### src/rtl/alu_cluster.sv
// rtl/alu_cluster.sv - NUM_CORES independent ALU cores with valid/ready dispatch
// and a round-robin arbitrated, back-pressurable result register.
module alu_cluster #(
  parameter int WIDTH      = 8,
  parameter int NUM_CORES  = 4,
  parameter int MUL_CYCLES = 3,
  parameter int TAG_W      = 4,
  localparam int CW        = $clog2(NUM_CORES)
) (
  input  logic                 clk,
  input  logic                 rst,
  input  logic                 in_valid,
  output logic                 in_ready,
  input  logic [WIDTH-1:0]     in_a,
  input  logic [WIDTH-1:0]     in_b,
  input  logic [CW-1:0]        in_core,
  input  logic [1:0]           in_op,
  input  logic [TAG_W-1:0]     in_tag,
  output logic                 out_valid,
  input  logic                 out_ready,
  output logic [2*WIDTH-1:0]   out_result,
  output logic [CW-1:0]        out_core,
  output logic [TAG_W-1:0]     out_tag,
  output logic                 out_err,
  output logic [NUM_CORES-1:0] busy
);

  localparam int RW   = 2 * WIDTH;
  localparam int CNTW = (MUL_CYCLES > 1) ? $clog2(MUL_CYCLES) : 1;

  typedef enum logic [1:0] {IDLE, EXEC, DONE} state_t;

  state_t            state_q [NUM_CORES];
  state_t            state_d [NUM_CORES];
  logic [CNTW-1:0]   cnt_q   [NUM_CORES];
  logic [CNTW-1:0]   cnt_d   [NUM_CORES];
  logic [WIDTH-1:0]  a_q     [NUM_CORES];
  logic [WIDTH-1:0]  b_q     [NUM_CORES];
  logic [1:0]        op_q    [NUM_CORES];
  logic [TAG_W-1:0]  tag_q   [NUM_CORES];
  logic [RW-1:0]     res_q   [NUM_CORES];
  logic              err_q   [NUM_CORES];

  logic              accept;
  logic              out_load;
  logic              gnt_any;
  logic [CW-1:0]     gnt_idx;
  logic [CW-1:0]     last_q;

  function automatic logic [RW-1:0] alu(input logic [WIDTH-1:0] a,
                                        input logic [WIDTH-1:0] b,
                                        input logic [1:0] op);
    logic [RW-1:0] ae;
    logic [RW-1:0] be;
    ae = RW'(a);
    be = RW'(b);
    case (op)
      2'b00:   return ae + be;
      2'b01:   return ae - be;
      2'b10:   return ae * be;
      default: return '0;
    endcase
  endfunction

  always_comb begin
    for (int c = 0; c < NUM_CORES; c++) begin
      busy[c] = (state_q[c] != IDLE);
    end
  end

  assign in_ready = !busy[in_core];
  assign accept   = in_valid && in_ready;

  // Round-robin: scan from last_q+1, wrapping; last_q itself is checked last.
  always_comb begin
    gnt_any = 1'b0;
    gnt_idx = last_q;
    for (int i = 1; i <= NUM_CORES; i++) begin
      if (!gnt_any && state_q[last_q + CW'(i)] == DONE) begin
        gnt_any = 1'b1;
        gnt_idx = last_q + CW'(i);
      end
    end
  end

  assign out_load = (!out_valid || out_ready) && gnt_any;

  always_comb begin
    for (int c = 0; c < NUM_CORES; c++) begin
      state_d[c] = state_q[c];
      cnt_d[c]   = cnt_q[c];
      case (state_q[c])
        IDLE: if (accept && in_core == CW'(c)) begin
          state_d[c] = EXEC;
          cnt_d[c]   = (in_op == 2'b10) ? CNTW'(MUL_CYCLES - 1) : '0;
        end
        EXEC: if (cnt_q[c] == '0) state_d[c] = DONE;
              else cnt_d[c] = cnt_q[c] - CNTW'(1);
        DONE: if (out_load && gnt_idx == CW'(c)) state_d[c] = IDLE;
        default: state_d[c] = IDLE;
      endcase
    end
  end

  always_ff @(posedge clk) begin
    if (rst) begin
      for (int c = 0; c < NUM_CORES; c++) begin
        state_q[c] <= IDLE;
        cnt_q[c]   <= '0;
        a_q[c]     <= '0;
        b_q[c]     <= '0;
        op_q[c]    <= '0;
        tag_q[c]   <= '0;
        res_q[c]   <= '0;
        err_q[c]   <= 1'b0;
      end
      out_valid  <= 1'b0;
      out_result <= '0;
      out_core   <= '0;
      out_tag    <= '0;
      out_err    <= 1'b0;
      last_q     <= CW'(NUM_CORES - 1);
    end else begin
      for (int c = 0; c < NUM_CORES; c++) begin
        state_q[c] <= state_d[c];
        cnt_q[c]   <= cnt_d[c];
        if (state_q[c] == IDLE && accept && in_core == CW'(c)) begin
          a_q[c]   <= in_a;
          b_q[c]   <= in_b;
          op_q[c]  <= in_op;
          tag_q[c] <= in_tag;
        end
        if (state_q[c] == EXEC && cnt_q[c] == '0) begin
          res_q[c] <= alu(a_q[c], b_q[c], op_q[c]);
          err_q[c] <= (op_q[c] == 2'b11);
        end
      end
      if (out_load) begin
        out_valid  <= 1'b1;
        out_result <= res_q[gnt_idx];
        out_core   <= gnt_idx;
        out_tag    <= tag_q[gnt_idx];
        out_err    <= err_q[gnt_idx];
        last_q     <= gnt_idx;
      end else if (out_valid && out_ready) begin
        out_valid <= 1'b0;
      end
    end
  end

endmodule

### config.mk
export PLATFORM = sky130hd
export DESIGN_NAME = alu_cluster
export DESIGN_NICKNAME = d
export VERILOG_FILES = /design/src/rtl/alu_cluster.sv
export SDC_FILE = /design/constraint.sdc
export NUM_CORES = 1
export LEC_CHECK = 0
export CAP_MARGIN = 20
export CORE_MARGIN = 1
export CORE_UTILIZATION = 60
export CTS_BUF_LIST = sky130_fd_sc_hd__clkbuf_2
export CTS_CLUSTER_SIZE = 14
export DETAILED_ROUTE_END_ITERATION = 6
export PLACE_DENSITY = 0.87
export SETUP_SLACK_MARGIN = 0.4
export SLEW_MARGIN = 20
export SYNTH_ARGS = -nofsm -noshare
export SYNTH_HDL_FRONTEND = slang
export SYNTH_SLANG_ARGS = --single-unit
### constraint.sdc
create_clock -name clk -period 10.2 [get_ports clk]
set_clock_uncertainty 0.1 [all_clocks]
set_input_delay 1.53 -clock clk [delete_from_list [all_inputs] [get_ports clk]]
set_output_delay 1.53 -clock clk [all_outputs]
set_load 0.02 [all_outputs]
* Word level (Yosys, flattened, before mapping)
Memories as Yosys holds them, arrays and structs flattened. A register that Yosys moved wholly into a read port is not among the register bits.
Cells that the tools add are included.
** Operators by class
- Add/sub/neg operators :: 15
- Multiply operators :: 4
- Magnitude comparators :: 1
- Equal/unequal tests :: 31
- Muxes and demuxes :: 114
- Bitwise gates (word level) :: 32
- Reduce and logical (&&, ||, !) cells :: 51
** Operators with widths (count)
- two-way mux 16 bit :: 12
- one-hot mux 16 bit (3 select lines) :: 4
- two-way mux 2 bit :: 39
- multiplier 8 x 8 -> 16 bit :: 4
- two-way mux 8 bit :: 8
- equality test 2 bit, second input constant :: 21
- two-way mux 1 bit :: 38
- adder 8 x 8 -> 9 bit :: 4
- subtractor 8 x 8 -> 9 bit :: 4
- bitwise OR 1 bit :: 32
- zero test 2 bit :: 14
- logical AND 1 bit :: 26
- one-hot mux 2 bit (3 select lines) :: 4
- equality test 2 x 1 -> 1 bit, second input constant :: 10
- two-way mux 4 bit :: 4
- one-hot mux 2 bit (2 select lines) :: 4
- nonzero test 2 bit :: 5
- subtractor 2 x 1 -> 2 bit, second input constant :: 4
- zero test 1 bit :: 5
- adder 2 bit, second input constant :: 2
- less-than comparator 2 x 3 -> 1 bit, second input constant :: 1
- adder 2 x 1 -> 2 bit, second input constant :: 1
- binary-select mux 1 bit (select 2 bit) :: 1
- logical OR 1 bit :: 1
** Storage, ports and cells
- Register bits after elaboration :: 5
- RAM bits :: 172
- Bits of input ports :: 28
- Output and inout bits :: 29
- Logic and storage cells :: 259
- Memories kept :: 8
** Memory list
- res_q :: words 4, width 16, rd ports 1, clocked after memory_dff 1, write ports 4, RTL line 41 : logic [RW-1:0] res_q [NUM_CORES];
- a_q :: words 4, width 8, rd ports 4, clocked after memory_dff 0, write ports 4, RTL line 37 : logic [WIDTH-1:0] a_q [NUM_CORES];
- b_q :: words 4, width 8, rd ports 4, clocked after memory_dff 0, write ports 4, RTL line 38 : logic [WIDTH-1:0] b_q [NUM_CORES];
- tag_q :: words 4, width 4, rd ports 1, clocked after memory_dff 1, write ports 4, RTL line 40 : logic [TAG_W-1:0] tag_q [NUM_CORES];
- cnt_q :: words 4, width 2, rd ports 4, clocked after memory_dff 0, write ports 4, RTL line 35 : logic [CNTW-1:0] cnt_q [NUM_CORES];
- op_q :: words 4, width 2, rd ports 4, clocked after memory_dff 0, write ports 4, RTL line 39 : logic [1:0] op_q [NUM_CORES];
- +2 memories

* Longest topological paths before layout
An unclocked memory read counts as a cell.
- Word-level depth :: 18
- Depth in mapped cells :: 18
- Depth with buffers taken out :: 18

* Least setup slack after synthesis
OpenSTA, ideal clock, no wires.
- Kind :: reg2reg
- Start :: memory a_q[3][1] (netlist: a_q[0][25])
- End :: memory res_q[3][14] in the netlist's numbering, data pin
- Setup time :: 0.262 ns
- Data arrival time :: 4.459 ns
- Data required time :: 9.838 ns
- Path slack :: 5.380 ns
- Cell stages (with the launch flop) :: 16
- Path buffers :: 0
- Clock period less this slack :: 4.820 ns
- Path through :: edfxtp_1 > and2_1 > fa_1 > fa_1 > inv_1 > fa_1 > fa_1 > inv_1 > ha_1 > o21a_1 > a2111oi_0 > o21bai_1 > or3_1 > a31oi_1 > xor2_1 > o21ai_0
** RTL lines (RTL line)
- start: declaration :: 37
- end: declaration :: 41

==> results_dict.tcl <==
set metrics [dict create \
    status "complete, no violations" \
    clock_path_buffers 2 \
    crit_required_ps 10740 \
    synth_edf_count 156 \
    setup.worst_path.end_class "flop" \
    grt.busiest_layer "met2" \
    antenna_found_initial 4 \
    htree_num_levels 4 \
    synth_top_flop_cell "edfxtp_1" \
    path_class "reg2reg" \
    ir_drop_mv 0.1769 \
    avgSynthCellArea_um2 9.900 \
    drc_errors 0 \
    grt_pass1_vias 14680 \
    cts_setup_buffers 0 \
    critPathLaunch "a_q[0][25]$_SDFFCE_PN0P_" \
    multiInputGateArea_um2 12420 \
    r2r_cells 15 \
    regArea_um2 5565 \
    globalRouteMet3Util_pct 4.959 \
    placed_cells 2360 \
    io_pins 57 \
    synthTopCellsByArea "edfxtp_1 24%, fa_1 16%, ha_1 14%" \
    dieArea_um2 32780 \
    final_area_um2 20470 \
    final_layout_size_suffix_gt1_share_pct 4.070 \
    finalSetupViolCount 0 \
    vias 14402 \
    drt_iter0_drc 1321 \
    path_max_fanout 11 \
    slew_headroom_pct 37.66 \
    postSynthCellCount 1943 \
    die_y_um 181.1 \
    startpoint_type "flop" \
    worst_pin_slew_ps 935.2 \
    yosys_warnings 0 \
    synth_top_area_share_pct 24.35 \
    grt_first_pass_wirelength_um 77860 \
    cts_hold_buf 0 \
    hold_violations 0 \
    synth_area_um2 19240 \
    gp_routability_congestion 0.9458 \
    portBuffers 56 \
    initial_core_util_pct 60.96 \
    report.final.slew_viol_count 0 \
    crit_end "res_q[3][14]$_SDFFCE_PN0P_" \
    ant_nets 0 \
    hold_path_class "reg2reg" \
    ys_seq_elements 200 \
    p_leak_nw 9.443 \
    clock_latency_ps 930 \
    reg2reg_from "a_q[0][25]$_SDFFCE_PN0P_" \
    worstPathArrival_ps 5790 \
    drt_wl_total_um 48300 \
    async_reset_ff_share_pct 0 \
    rsz0062_at_grt "false" \
    cts_sinks 200 \
    rows 65 \
    cts_made_buffers 17 \
    finalCritPeriodShare_pct 51.47 \
    use_met2_pct 51.83 \
    ctsResizeCount 0 \
    wl_per_cell_um 20.15 \
    clockRootBuffer "clkbuf_2" \
    post-place-ws_ps 5011 \
    place_hpwl_um 38610 \
    grt_usage_pct 30.90 \
    powerDensity_nw_per_um2 109.1 \
    max_freq_mhz 190.5 \
    synthToLayoutAreaGrowth_pct 6.400 \
    fin_setup_tns_ps 0 \
    stdcell_count 2397 \
    num-nets-final 2369 \
    timing.rr.end "res_q[3][14]$_SDFFCE_PN0P_" \
    place_area_um2 20160 \
    period_needed_ps 5250 \
    viasPerCell 6.008 \
    first_pass_iters 7 \
    final_util_pct 64.86 \
    synth_nets 2335 \
    total_power_mw 2.234 \
    gr-total-overflow 0 \
    fin_ws_ps 4950 \
    die_x_um 181.1 \
    maxCapViolCount 0 \
    ys_types 71 \
    grt_use_met1_pct 40.14 \
    cts_tree "done" \
    clkTransAtPathRegs_ps 330 \
    grt_max_degree 44 \
    synth_top_area_cell "edfxtp_1" \
    num-fill-cells 2441 \
    yosysSeqAreaShare_pct 28.93 \
    regToRegSetupSlack_ps 4950 \
    holdWs_ps 391.1 \
    core_um2 31560 \
]
## cell families after synthesis
family,synth area share (%)
AND/OR/NAND/NOR,17.01
XOR/XNOR,2.868
multiplexers,3.805
AO/OA/AOI/OAI,11.21
buffers and inverters,6.563
flip-flops,28.93
adder cells (fa/ha/maj),29.61
## layout make-up
class,instances,share of cell area (%)
multi-input combinational,1415,60.68
sequential,200,27.19
inverter,277,5.080
timing repair buffer,66,3.106
tap,402,2.458
clock inverter,15,1.009
clock buffer,17,0.4157
antenna,5,0.06113
## layout by cell type, fill, tap and decap left out, drive strengths merged, types with 22 or more instances in the layout
cell type and n:
fa 152, nor2b 23, o21ai 79, nand2 84, xor2 22, a22o 22, clkdlybuf4s50 56, and2 247
nor3 26, mux4 22, dfxtp 44, nand2b 29, ha 212, xnor2 41, edfxtp 156, inv 283
a21oi 89, nor2 141
## critical path: stages (launching register included)
cell and delay (ps):
edfxtp_1 630, and2_1 260, fa_1 450, fa_1 550, inv_1 50, fa_1 460, fa_1 550, inv_1 60
ha_1 340, o21a_1 130, a2111oi_0 460, o21bai_1 200, or3_1 340, a31oi_1 200, xor2_1 170, o21ai_0 110
## Yosys cell counts (all sizes together) (9+ instances only)
cell,number
inv,277
a211oi,13
nor3,26
edfxtp,156
mux4,22
o21ai,79
ha,212
nand2b,29
a22o,22
a21oi,89
o21a,15
and2,247
a31oi,10
nor2,141
nand3,16
xor2,22
mux2i,21
nor2b,23
a21o,18
nand2,84
or2,9
dfxtp,44
xnor2,41
o21bai,14
fa,152
o31ai,14
clkbuf,48
## layer usage
metal | vias to the layer above | routed length, um
met4 | 0 | 1828
met2 | 632 | 23120
met1 | 7033 | 19510
li1 | 6632 | -
met3 | 105 | 3840
met5 | - | 0
## power by group
part	switching [mW]	internal, mW
clock network	0.318	0.130
registers	0.0660	0.930
logic	0.452	0.338
## registers in the layout, summed over array words and instances (netlist names), 8 cells and up, named ones only
signal and cells:
a_q 32, b_q 32, cnt_q 8, op_q 8
out_result 16, res_q 64, state_q 8, tag_q 16
## how the worst min path moves through the flow
stage                              from                       end  depth (start not counted)
5_1_grt        cnt_q[1][1]$_SDFFE_PP0P_  cnt_q[1][1]$_SDFFE_PP0P_                          2
2_1_floorplan  cnt_q[2][1]$_SDFFE_PP0P_  cnt_q[2][1]$_SDFFE_PP0P_                          2
4_1_cts        cnt_q[2][1]$_SDFFE_PP0P_  cnt_q[2][1]$_SDFFE_PP0P_                          2
3_5_place_dp       out_err$_SDFFE_PP0P_      out_err$_SDFFE_PP0P_                          1
3_3_place_gp   cnt_q[0][1]$_SDFFE_PP0P_  cnt_q[0][1]$_SDFFE_PP0P_                          2
6_report       cnt_q[2][1]$_SDFFE_PP0P_  cnt_q[2][1]$_SDFFE_PP0P_                          2
Power figures use the tool's default switching activity.
==> RTL edit 1: new RTL, same flow settings <==
`MUL_CYCLES`: 3 -> 2.
--- a/src/rtl/alu_cluster.sv
+++ b/src/rtl/alu_cluster.sv
@@ -5,3 +5,3 @@
   parameter int NUM_CORES  = 4,
-  parameter int MUL_CYCLES = 3,
+  parameter int MUL_CYCLES = 2,
   parameter int TAG_W      = 4,
Behaviour: same outputs for any inputs over 4 cycles, from zero or initial values and one cycle with rst high; that may be too few to reach the edited logic, so the function may still have changed.
==> RTL edit 1 against the original RTL <==
  * The flow now finishes with violations (design-rule violations)
  * Largest power group unchanged
  * Critical endpoint is now res_q[1][15]
  * Design area decreased by 1.5%
  * Fmax increased by 1.2%
  * Sequential cell count decreased by 4
  * Worst setup slack improved by 0.061 ns
  * Core utilization increased by 0.38 points
  * Routed wire length decreased by 3.2%
  * Total power decreased by 4.9%
  * Die area decreased by 0.93%
  * First-iteration DRC count decreased by 2.0%
  * Area after synthesis decreased by 0.94%
  * Combinational power decreased by 6.3%
  * Count of clock-buffer cells in the layout increased by 1
==> RTL edit 1: results (changes against the original RTL) <==
.. list-table::
   :header-rows: 1

   * - Metric
     - Value
   * - Resized Gates After CTS
     - 0 (unchanged)
   * - Tightest Pin Transition
     - 1.03 ns (+0.0977 ns)
   * - Result of the run
     - finished with violations
   * - Net count after synthesis
     - 2335 (unchanged)
   * - Antenna violations before repair
     - 6 (+2)
   * - Violations in the final reports
     - design-rule violations
   * - Leakage dissipation
     - 9.25 nW (-2.0%)
   * - Placed wire-length estimate after detailed placement
     - 37300 um (-3.4%)
   * - XOR/XNOR Fraction of Synth Area
     - 3.13% (+0.26 points)
   * - Overall via count from detail_route
     - 14300 (-0.78%)
   * - Maximum level of the CTS H-tree
     - 4 (unchanged)
   * - Compound-cell area share of the yosys netlist
     - 12.8% (+1.6 points)
   * - Post CTS Setup Buffer Count
     - 0 (unchanged)
   * - Portion of the post-synthesis area used by sequential elements
     - 28.8% (-0.14 points)
   * - Clock root buffer master
     - sky130_fd_sc_hd__clkbuf_2
   * - CTS clk-pin slew, worst paths
     - 0.29 ns (-0.04 ns)
   * - Maximum root-to-sink buffer count
     - 2 (unchanged)
   * - Worst min-delay path category
     - flip-flop to flip-flop
   * - Ys async rst share
     - 0% (unchanged)
   * - Maximum number of pins on one net before global-route repair
     - 58 (+32%)
   * - Biggest registers after layout
     - res_q x64, a_q x32, b_q x32
   * - YS warnings
     - 0 (unchanged)
   * - Total Routing Usage GR
     - 29.7% (-1.2 points)
   * - Main area contributors after synthesis
     - sky130_fd_sc_hd__edfxtp_1 25%, sky130_fd_sc_hd__fa_1 16%, sky130_fd_sc_hd__ha_1 14%
   * - Final #Nets
     - 2362 (-0.30%)
   * - Synth Area in Adders
     - 29.6% (about the same)
   * - Global-route wire length before repair
     - 75100 um (-3.6%)
   * - Most common library cells after synthesis
     - 257 x sky130_fd_sc_hd__inv_1, 245 x sky130_fd_sc_hd__and2_1, 208 x sky130_fd_sc_hd__ha_1, 166 x sky130_fd_sc_hd__nor2_1, 156 x sky130_fd_sc_hd__edfxtp_1
   * - Number of remaining DRC errors
     - 8 (+8)
   * - Max Fanout on Critical Path
     - 11 (unchanged)
   * - Arrival time at the worst endpoint
     - 5.68 ns (-0.11 ns)
   * - DRC marker count from the first detailed-route iteration
     - 1294 (-2.0%)
   * - Most instantiated flip-flop cell in the synthesis netlist
     - sky130_fd_sc_hd__edfxtp_1
   * - Port buffer count
     - 56 (unchanged)
   * - Highest ir drop seen on vdd
     - 0.0000765 V (-57%)
   * - Number of synthesized flops with an enable pin
     - 156 (unchanged)
   * - Average wire per standard cell
     - 19.6 um (-2.6%)
   * - Routability congestion estimate from global placement
     - 0.947 (+0.12%)
   * - Layout cell share with drive strength beyond 1
     - 4.38% (+0.31 points)
   * - Share of synthesized area spent on multiplexers
     - 1.90% (-1.9 points)
   * - Later-pin clock latency in the skew report
     - 0.85 ns (-0.08 ns)
   * - Starting density of the core
     - 61.6% (+0.69 points)
   * - Number of distinct standard cells referenced by the synthesized netlist
     - 74 (+4.2%)
   * - Number of buffers added by the clock tree synthesis step
     - 17 (unchanged)
   * - First drt pass iteration count
     - 7 (unchanged)
==> RTL edit 1: changes by cell type in the layout (fill, tap and decap cells not counted), sizes merged, moves of 16 or more <==
cell / delta
inv: -21
a211oi: +21
mux4: -21
a221oi: +16
a22o: -19
nor2: +25
==> RTL edit 1: where the power goes <==
group,total (mW),switching [mW],internal (mW)
clock network,0.405,0.287,0.117
logic,0.740,0.433,0.307
registers,0.979,0.0659,0.913
total,2.12,0.786,1.34
==> RTL edit 1: critical path: stages, from the launching register on <==
cell	delay [ns]
sky130_fd_sc_hd__edfxtp_1	0.66
sky130_fd_sc_hd__and2_1	0.27
sky130_fd_sc_hd__fa_1	0.40
sky130_fd_sc_hd__fa_1	0.49
sky130_fd_sc_hd__inv_1	0.05
sky130_fd_sc_hd__fa_1	0.49
sky130_fd_sc_hd__fa_1	0.49
sky130_fd_sc_hd__inv_1	0.04
sky130_fd_sc_hd__ha_1	0.34
sky130_fd_sc_hd__o21a_1	0.24
sky130_fd_sc_hd__a2111oi_0	0.49
sky130_fd_sc_hd__nor2_1	0.08
sky130_fd_sc_hd__o21a_1	0.19
sky130_fd_sc_hd__o21ai_0	0.27
sky130_fd_sc_hd__mux2i_1	0.24
sky130_fd_sc_hd__o211ai_1	0.11
==> RTL edit 1: metrics by stage <==
step / setup WS (ns) / util (%) / std cells / area [um2]
floorplan: 5.56 / - / 1947 / 19100
global placement: 5.31 / 64.4 / 2350 / 19900
detailed placement: 5.13 / 64.4 / 2350 / 19900
CTS: 5.10 / 65.1 / 2380 / 20100
global route: 4.85 / 65.2 / 2382 / 20200
finish: 5.01 / 65.2 / 2382 / 20200
==> RTL edit 1: final timing paths <==
path	from	end	slack [ns]	cells past startpoint
max	a_q[0][9]	res_q[1][15]	5.01	15
min	cnt_q[2]	state_q[2][0]	0.42	2
max reg2reg	a_q[0][9]	res_q[1][15]	5.01	15
min reg2reg	cnt_q[2]	state_q[2][0]	0.42	2
==> RTL edit 1: layout make-up <==
cell class / instances / area [um2]
Clock inverter: 12 / 146
Timing Repair Buffer: 62 / 601
Multi-Input combinational cell: 1440 / 12400
Fill cell: 2426 / 10700
Sequential cell: 196 / 5490
Inverter: 257 / 965
Antenna cell: 1 / 2.50
Clock buffer: 18 / 90.1
Tap cell: 396 / 495
==> RTL edit 1: metal layers <==
layer / track usage [%] / vias to the layer above / share of wire (%)
li1: - / 6642 / -
met1: 40.7 / 6913 / 42
met2: 47.6 / 650 / 45
met3: 6.31 / 80 / 10
met4: 8.38 / 4 / 2.5
met5: 0 / - / 0.049
==> RTL edit 2: new RTL, same flow settings <==
Made on the original files. Put one more register stage on the output `out_err`. The value now appears one clock later. The other outputs are not delayed to match.
--- a/src/rtl/alu_cluster.sv
+++ b/src/rtl/alu_cluster.sv
@@ -31,2 +31,4 @@
   typedef enum logic [1:0] {IDLE, EXEC, DONE} state_t;
+
+  logic out_err_s0;
 
@@ -120,3 +122,3 @@
       out_tag    <= '0;
-      out_err    <= 1'b0;
+      out_err_s0 <= 1'b0;
       last_q     <= CW'(NUM_CORES - 1);
@@ -142,3 +144,3 @@
         out_tag    <= tag_q[gnt_idx];
-        out_err    <= err_q[gnt_idx];
+        out_err_s0 <= err_q[gnt_idx];
         last_q     <= gnt_idx;
@@ -150,2 +152,6 @@
 
+  always_ff @(posedge clk) begin
+    out_err <= out_err_s0;
+  end
+
 endmodule
Check against the original RTL: not equivalent (a bounded check fails within 4 cycles, from zero or initial values and one cycle with rst high).
==> RTL edit 2 against the original RTL <==
  * Total power is 3.1% higher
  * Worst setup slack better by 0.31 ns
  * Area after synthesis is 2.6% higher
  * Sequential cell count is 1 higher
  * Global-route usage is 0.53 points lower
  * Design area is 3.1% higher
  * Worst hold slack worse by 0.12 ns
  * Routed wire length is 3.2% higher
==> RTL edit 2: results (changes against the original RTL) <==
.. list-table::
   :header-rows: 1

   * - Metric
     - Value
   * - Ratio of final minimum period to clock period
     - 48.4% (-3.1 points)
   * - Post-Place Setup Slack
     - 5.36 ns (+0.344 ns)
   * - Flop-to-flop setup slack
     - 5.26 ns (+0.31 ns)
   * - Crit Reg-Reg Startpoint
     - a_q[3][3]
   * - Slew HR
     - 30.3% (-7.4 points)
   * - CTS clk-pin slew, worst paths
     - 0.11 ns (-0.22 ns)
   * - Hold Crit Depth
     - 0 (-2)
   * - Most common library cells after synthesis
     - 278 x sky130_fd_sc_hd__inv_1, 248 x sky130_fd_sc_hd__and2_1, 212 x sky130_fd_sc_hd__ha_1, 156 x sky130_fd_sc_hd__edfxtp_1, 152 x sky130_fd_sc_hd__fa_1
   * - Total net switching power
     - 829 uW (-0.88%)
   * - Sw Ratio
     - 36.0% (-1.4 points)
   * - Launching element of the worst setup path
     - a_q[3][3]
   * - Largest stage delay, worst path
     - 0.56 ns (-0.07 ns)
   * - Overall via count from detail_route
     - 15200 (+5.8%)
   * - Hold worst-path end
     - out_err
   * - Mean number of vias per cell
     - 5.91 (-1.6%)
   * - Main area contributors after synthesis
     - sky130_fd_sc_hd__edfxtp_1 24%, sky130_fd_sc_hd__fa_1 15%, sky130_fd_sc_hd__ha_1 13%
   * - Reg2reg path depth
     - 14 (-1)
   * - Result of the run
     - complete, no violations
   * - Later-pin clock latency in the skew report
     - 0.88 ns (-0.05 ns)
   * - Layout cell share with drive strength beyond 1
     - 6.14% (+2.1 points)
   * - Avg Inst Size Synth
     - 9.69 um2 (-2.2%)
   * - Portion of the post-synthesis area used by sequential elements
     - 28.3% (-0.63 points)
   * - Number of distinct standard cells referenced by the synthesized netlist
     - 88 (+24%)
   * - Routability congestion estimate from global placement
     - 0.944 (-0.17%)
   * - DRC marker count from the first detailed-route iteration
     - 1647 (+25%)
   * - Maximum root-to-sink buffer count
     - 3 (+1)
   * - Combinational Power Share
     - 31.7% (-3.7 points)
   * - Maximum level of the CTS H-tree
     - 2 (-2)
   * - Highest ir drop seen on vdd
     - 0.0000879 V (-50%)
   * - Max Fanout on Critical Path
     - 9 (-2)
   * - Final #Nets
     - 2488 (+5.0%)
   * - Startpoint of the lowest-slack hold path
     - out_err_s0
   * - Endpoint of the most critical setup path
     - res_q[3][15]
   * - Leakage dissipation
     - 9.85 nW (+4.3%)
   * - Total Routing Usage GR
     - 30.4% (-0.53 points)
   * - DR WL met3
     - 4980 um (+30%)
   * - Arrival time at the worst endpoint
     - 5.35 ns (-0.44 ns)
   * - Worst hold slack
     - 0.275 ns (-0.116 ns)
RTL edit 2: metal layers:
layer,vias to the layer above,track usage (%)
met2,668,48.6
met5,-,0
met1,7397,40.3
met4,0,11.5
li1,7053,-
met3,121,6.91
RTL edit 2: kinds of logic (layout without fill, tap and decap cells):
| family | after synthesis | count (layout) | share of synthesized area [%] |
|---|---|---|---|
| adder cells (fa/ha/maj) | 364 | 364 | 28.9 |
| AO/OA/AOI/OAI | 347 | 347 | 11.9 |
| other | 0 | 2 | 0 |
| flip-flops | 201 | 201 | 28.3 |
| AND/OR/NAND/NOR | 666 | 666 | 17.9 |
| buffers and inverters | 330 | 426 | 6.60 |
| multiplexers | 70 | 70 | 3.88 |
| XOR/XNOR | 59 | 59 | 2.62 |
RTL edit 2: final cells by class:
type	instances	area, um2	share of cell area [%]
Tap cell	442	553	2.62
Sequential cell	201	5590	26.5
Antenna cell	2	5.00	0.0237
Timing Repair Buffer	60	591	2.80
Clock buffer	73	365	1.73
Clock inverter	14	113	0.533
Multi-Input combinational cell	1506	12800	60.9
Inverter	279	1050	4.96
RTL edit 2: worst reg2reg max path: stages (launching register included):
cell                       delay (ns)
sky130_fd_sc_hd__edfxtp_1        0.56
sky130_fd_sc_hd__ha_1            0.34
sky130_fd_sc_hd__fa_1            0.46
sky130_fd_sc_hd__fa_1            0.53
sky130_fd_sc_hd__fa_1            0.50
sky130_fd_sc_hd__inv_1           0.05
sky130_fd_sc_hd__fa_1            0.53
sky130_fd_sc_hd__inv_1           0.04
sky130_fd_sc_hd__ha_1            0.32
sky130_fd_sc_hd__o21ai_0         0.13
sky130_fd_sc_hd__nor2_1          0.20
sky130_fd_sc_hd__o21ai_0         0.15
sky130_fd_sc_hd__o31ai_1         0.40
sky130_fd_sc_hd__mux2i_1         0.22
sky130_fd_sc_hd__o21ai_0         0.09
